$ cat src/rtl/icache_m0_fill_ctrl.sv
// Instruction-side (master 0) cache controller: sequences tag read, hit
// check and data read, and on a miss fetches the 128-bit line with a
// 4-beat AXI4 INCR read burst before returning the requested word.
module icache_m0_fill_ctrl #(
   parameter logic [3:0] M0_ID = 4'd0
) (
   input  logic          clk,
   input  logic          rst,
   input  logic          i_cpu_req,
   input  logic [31:0]   i_cpu_addr,
   output logic          o_done,
   output logic [31:0]   o_inst,
   output logic          o_busy,
   output logic          o_bus_err,
   output logic [3:0]    o_m0_state,
   output logic [31:0]   o_cpu_a,
   input  logic          i_m0_hit,
   input  logic [127:0]  i_cache_do,
   output logic [127:0]  o_line,
   output logic [3:0]    ARID,
   output logic [31:0]   ARADDR,
   output logic [3:0]    ARLEN,
   output logic [2:0]    ARSIZE,
   output logic [1:0]    ARBURST,
   output logic          ARVALID,
   input  logic          ARREADY,
   input  logic [31:0]   RDATA,
   input  logic [1:0]    RRESP,
   input  logic          RLAST,
   input  logic          RVALID,
   output logic          RREADY
);

   localparam int unsigned DW = 32;
   localparam int unsigned CW = 2;

   typedef enum logic [3:0] {
      IDLE       = 4'd0,
      RDTAG      = 4'd1,
      RDCHECK    = 4'd2,
      RDCACHE    = 4'd3,
      CACHETOCPU = 4'd4,
      RDUPCACHE  = 4'd5,
      SRAMTOCPU  = 4'd6,
      AR         = 4'd7,
      R_WAIT     = 4'd8,
      R          = 4'd9,
      R_HS       = 4'd10
   } state_t;

   state_t          state;
   state_t          state_nxt;
   logic [CW-1:0]   cnt;
   logic            err_q;
   logic            beat_fire;
   logic            beat_end;
   logic            beat_bad;

   // A beat is taken whenever the bus offers data while we are collecting.
   assign beat_fire = RVALID && ((state == R_WAIT) || (state == R));
   // Burst ends on RLAST or on the fourth beat, whichever comes first.
   assign beat_end  = RLAST || (cnt == CW'(3));
   // Non-OKAY response, or RLAST not coinciding with the fourth beat.
   assign beat_bad  = (RRESP != 2'b00) || (RLAST != (cnt == CW'(3)));

   // State register.
   always_ff @(posedge clk or posedge rst) begin
      if (rst) state <= IDLE;
      else     state <= state_nxt;
   end

   // Next-state and state-decoded outputs.
   always_comb begin
      state_nxt = state;
      o_done    = 1'b0;
      o_inst    = '0;
      o_bus_err = 1'b0;
      ARVALID   = 1'b0;
      RREADY    = 1'b0;
      case (state)
         IDLE: begin
            if (i_cpu_req) state_nxt = RDTAG;
         end
         RDTAG: begin
            state_nxt = RDCHECK;
         end
         RDCHECK: begin
            state_nxt = i_m0_hit ? RDCACHE : AR;
         end
         RDCACHE: begin
            state_nxt = CACHETOCPU;
         end
         CACHETOCPU: begin
            o_done    = 1'b1;
            o_inst    = i_cache_do[DW*o_cpu_a[3:2] +: DW];
            state_nxt = IDLE;
         end
         AR: begin
            ARVALID = 1'b1;
            if (ARREADY) state_nxt = R_WAIT;
         end
         R_WAIT: begin
            RREADY = 1'b1;
            if (RVALID) state_nxt = beat_end ? R_HS : R;
         end
         R: begin
            RREADY = 1'b1;
            if (RVALID && beat_end) state_nxt = R_HS;
         end
         R_HS: begin
            state_nxt = err_q ? SRAMTOCPU : RDUPCACHE;
         end
         RDUPCACHE: begin
            state_nxt = SRAMTOCPU;
         end
         SRAMTOCPU: begin
            o_done    = 1'b1;
            o_inst    = o_line[DW*o_cpu_a[3:2] +: DW];
            o_bus_err = err_q;
            state_nxt = IDLE;
         end
         default: begin
            state_nxt = IDLE;
         end
      endcase
   end

   // Request address latch, line assembly, beat counter and error flag.
   always_ff @(posedge clk or posedge rst) begin
      if (rst) begin
         o_cpu_a <= '0;
         o_line  <= '0;
         cnt     <= '0;
         err_q   <= 1'b0;
      end else begin
         if ((state == IDLE) && i_cpu_req) begin
            o_cpu_a <= i_cpu_addr;
            err_q   <= 1'b0;
         end
         if ((state == AR) && ARREADY) cnt <= '0;
         if (beat_fire) begin
            o_line[DW*cnt +: DW] <= RDATA;
            cnt                  <= cnt + CW'(1);
            if (beat_bad) err_q <= 1'b1;
         end
      end
   end

   assign o_busy     = (state != IDLE);
   assign o_m0_state = state;
   assign ARID       = M0_ID;
   assign ARADDR     = {o_cpu_a[31:4], 4'b0000};
   assign ARLEN      = 4'd3;
   assign ARSIZE     = 3'b010;
   assign ARBURST    = 2'b01;

endmodule

$ cat config.mk
export PLATFORM = sky130hd
export DESIGN_NAME = icache_m0_fill_ctrl
export DESIGN_NICKNAME = d
export VERILOG_FILES = /design/src/rtl/icache_m0_fill_ctrl.sv
export SDC_FILE = /design/constraint.sdc
export NUM_CORES = 1
export LEC_CHECK = 0
export BUFFER_PORTS_ARGS = -buffer_cell sky130_fd_sc_hd__buf_4
export CAP_MARGIN = 0
export CORE_AREA = 4 4 171 173
export CTS_BUF_LIST = sky130_fd_sc_hd__clkbuf_16
export DETAILED_ROUTE_END_ITERATION = 12
export DIE_AREA = 0 0 175 177
export MAX_ROUTING_LAYER = met4
export PLACE_DENSITY_LB_ADDON = 0.05
export SLEW_MARGIN = 20
export SYNTH_ARGS = -nofsm -noshare
export SYNTH_HDL_FRONTEND = slang
export SYNTH_SLANG_ARGS = --single-unit
$ cat constraint.sdc
create_clock -name clk -period 10.6 [get_ports clk]
set_input_delay 0 -clock clk [delete_from_list [all_inputs] [get_ports clk]]
set_output_delay 0 -clock clk [all_outputs]
set_load 0.01 [all_outputs]
==> reports/qor.yml <==
outcome: "finished, final reports clean"
ioPinCount: 447
endpoint_kind: "primary output"
cts_setup_buffers: 0
max_stage_delay_ns: 0.67
coreArea_um2: 27600
hold_class: "input port to flip-flop"
synth-seq-cells: 167
hpwl_um: 25000
finClkSkew_ns: 0.0139
synthCells: 1136
min_path_cells: 4
hold_violations: 0
synth.top_cell.area_share_pct: 45.0
start_util_pct: 33.6
power.density_nw_per_um2: 197
netlist_area_um2: 9280
yosysMostFrequentCell: "nand2_1"
root_buffer: "clkbuf_16"
die_width_um: 175
multi_input_area_um2: 4440
fin_cells: 1943
synth_seq_area_share_pct: 45.0
port_buffers: 429
clock.fmax_mhz: 356
rows: 61
clk_pin_slew_ns: 0.07
wl_per_cell_um: 18.3
drtIter0Drc: 468
ys_types: 41
antenna_cells: 0
total_power_mw: 2.70
cp-start-kind: "flip-flop"
period_minus_slack_ns: 2.81
tightest_slew_ns: 1.15
tritoncts: "done"
worstPathArrival_ns: 2.81
relSlewSlack_pct: 23.3
antenna_found_initial: 0
p_leak_nw: 6.85
cp_slowest_cell: "dfrtp_1"
grt_overflow: 0
grt_pass1_wl_um: 54900
cp.depth: 6
postCtsHoldBufs: 71
chipHeight_um: 177
maxCapViolations: 0
wl_um: 35600
firstDrtPassIters: 7
fillers: 2777
fin_setup_tns_ns: 0
vdd_drop_max_mv: 0.140
vias: 9344
yosysTopAreaCell: "dfrtp_1"
crit_type: "flip-flop to primary output"
synth_edf_count: 0
rsz0062_at_grt: "no"
regArea_um2: 4180
grt_pass1_vias: 9416
path_buf_inv: 2
via_per_inst: 4.81
crit_path_max_fanout: 63
synth_warnings: 0
fin_crit_sh_pct: 26.5
cpLargestDelayFamily: "buffers and inverters"
nets: 1760
clock_latency_ns: 0.42
clock_sinks: 167
final_max_slew_viol_count: 0
setup-violations-final: 0
cts_buffer_depth: 2
ant_nets: 0
synthArstFlopShare_pct: 100
syn-mean-instance-area_um2: 8.17
dp.cells: 1840
utilization_pct: 49.7
synth_area_leaders: "dfrtp_1 45%, nand2_1 19%, o21ai_0 5.8%, buf_4 4.3%, mux2_2 4.0%"
synth_flop_cell: "dfrtp_1"
post_cts_resized: 0
required_ns: 10.60
netlist_top_cells_count: "462 x nand2_1, 167 x dfrtp_1, 108 x o21ai_0"
place_congestion: 0.781
r2r_cells: 6
grt_max_degree: 97
grt_usage_pct: 23.1
crit_chain: "nand4bb_4 -> buf_4 -> nand2_1 -> a32oi_1 -> and3_1 -> buf_4"
cts_buffers: 17
area_growth_pct: 47.9
drive_gt1_share_pct: 33.5
h-tree-depth: 4
path_common_cell: "buf_4"
drcViolationCount: 0
die_area_um2: 31000
[logic make-up after synthesis]
group | count (synthesis) | share of synthesized area, %
DFF | 167 | 45.0
other | 2 | 0.0810
and+or+nand+nor | 552 | 24.7
adders and majority gates | 7 | 0.944
buffers and inverters | 139 | 8.78
muxes | 65 | 7.47
AOI/OAI and AO/OA | 204 | 13.0
[tightest hold or removal path: cells and delay by family]
family,cells,cell delay (ns)
and+or+nand+nor,1,0.05
buffers and inverters,1,0.11
muxes,1,0.13
AOI/OAI and AO/OA,1,0.13
[where the power goes]
group	switching [mW]	internal, mW	total (mW)	leakage [nW]
sequential	0.129	0.748	0.877	2.25
combinational	0.649	0.566	1.21	4.32
clock	0.282	0.330	0.612	0.281
[placed cells by master, fill, tap and decap left out, types with 2 or more instances in the layout]
master,instances
inv_6,5
a32oi_1,31
inv_8,2
and3_1,32
nand2_2,4
nand3_1,35
dfrtp_1,167
a211oi_1,2
nor3b_4,3
a21oi_1,3
dlygate4sd3_1,71
mux2_2,33
o21ai_1,21
clkinvlp_4,2
ha_1,7
nand2b_1,2
nor2_1,2
mux2i_1,31
o21ai_0,108
clkbuf_16,17
buf_4,441
conb_1,17
inv_1,10
nor2b_4,2
clkinv_4,4
a31oi_1,33
nand2_1,457
[path summary, 6_finish.rpt]
path / startpoint / endpoint / slack, ns
setup / recovery: o_m0_state[0] / o_inst[7] / 7.79
hold / removal: RVALID / o_m0_state[0] / 0.04
setup reg to reg: cnt[0] / o_line[112] / 7.98
hold reg to reg: o_cpu_a[0] / o_cpu_a[0] / 0.51
max in group asynchronous: rst / o_line[114] / 8.87
min in group asynchronous: rst / o_cpu_a[28] / 0.27
[flip-flops by register name, summed over array words and instances, names as in the netlist]
name        cells
o_line        128
o_cpu_a        32
o_m0_state      4
cnt             2
err_q           1
[routing by layer]
metal | share of wire (%) | wire length [µm] | vias up | GRT usage [%]
li1 | - | - | 4590 | -
met1 | 44 | 15600 | 4422 | 29.9
met2 | 50 | 17900 | 314 | 39.0
met3 | 5.0 | 1790 | 18 | 3.29
met4 | 1.1 | 380 | 0 | 5.20
met5 | 0 | 0 | - | -
[cell type report]
class | count | share of cell area (%)
Clock buffer | 17 | 3.10
Clock inverter | 15 | 1.06
Inverter | 9 | 0.283
Multi-Input combinational cell | 845 | 32.3
Sequential cell | 167 | 30.5
Tap cell | 378 | 3.45
Timing Repair Buffer | 512 | 29.3
[through the flow]
stage	hold WS [ns]	cell area, µm²	setup slack (ns)
after floorplan	0.110	9330	6.08
after detailed placement	0.227	12400	7.95
after CTS	0.0179	13700	7.78
after global routing	0.0347	13700	7.64
after global placement	0.224	12400	7.99
final	0.0359	13700	7.79
Power figures use the tool's default switching activity.
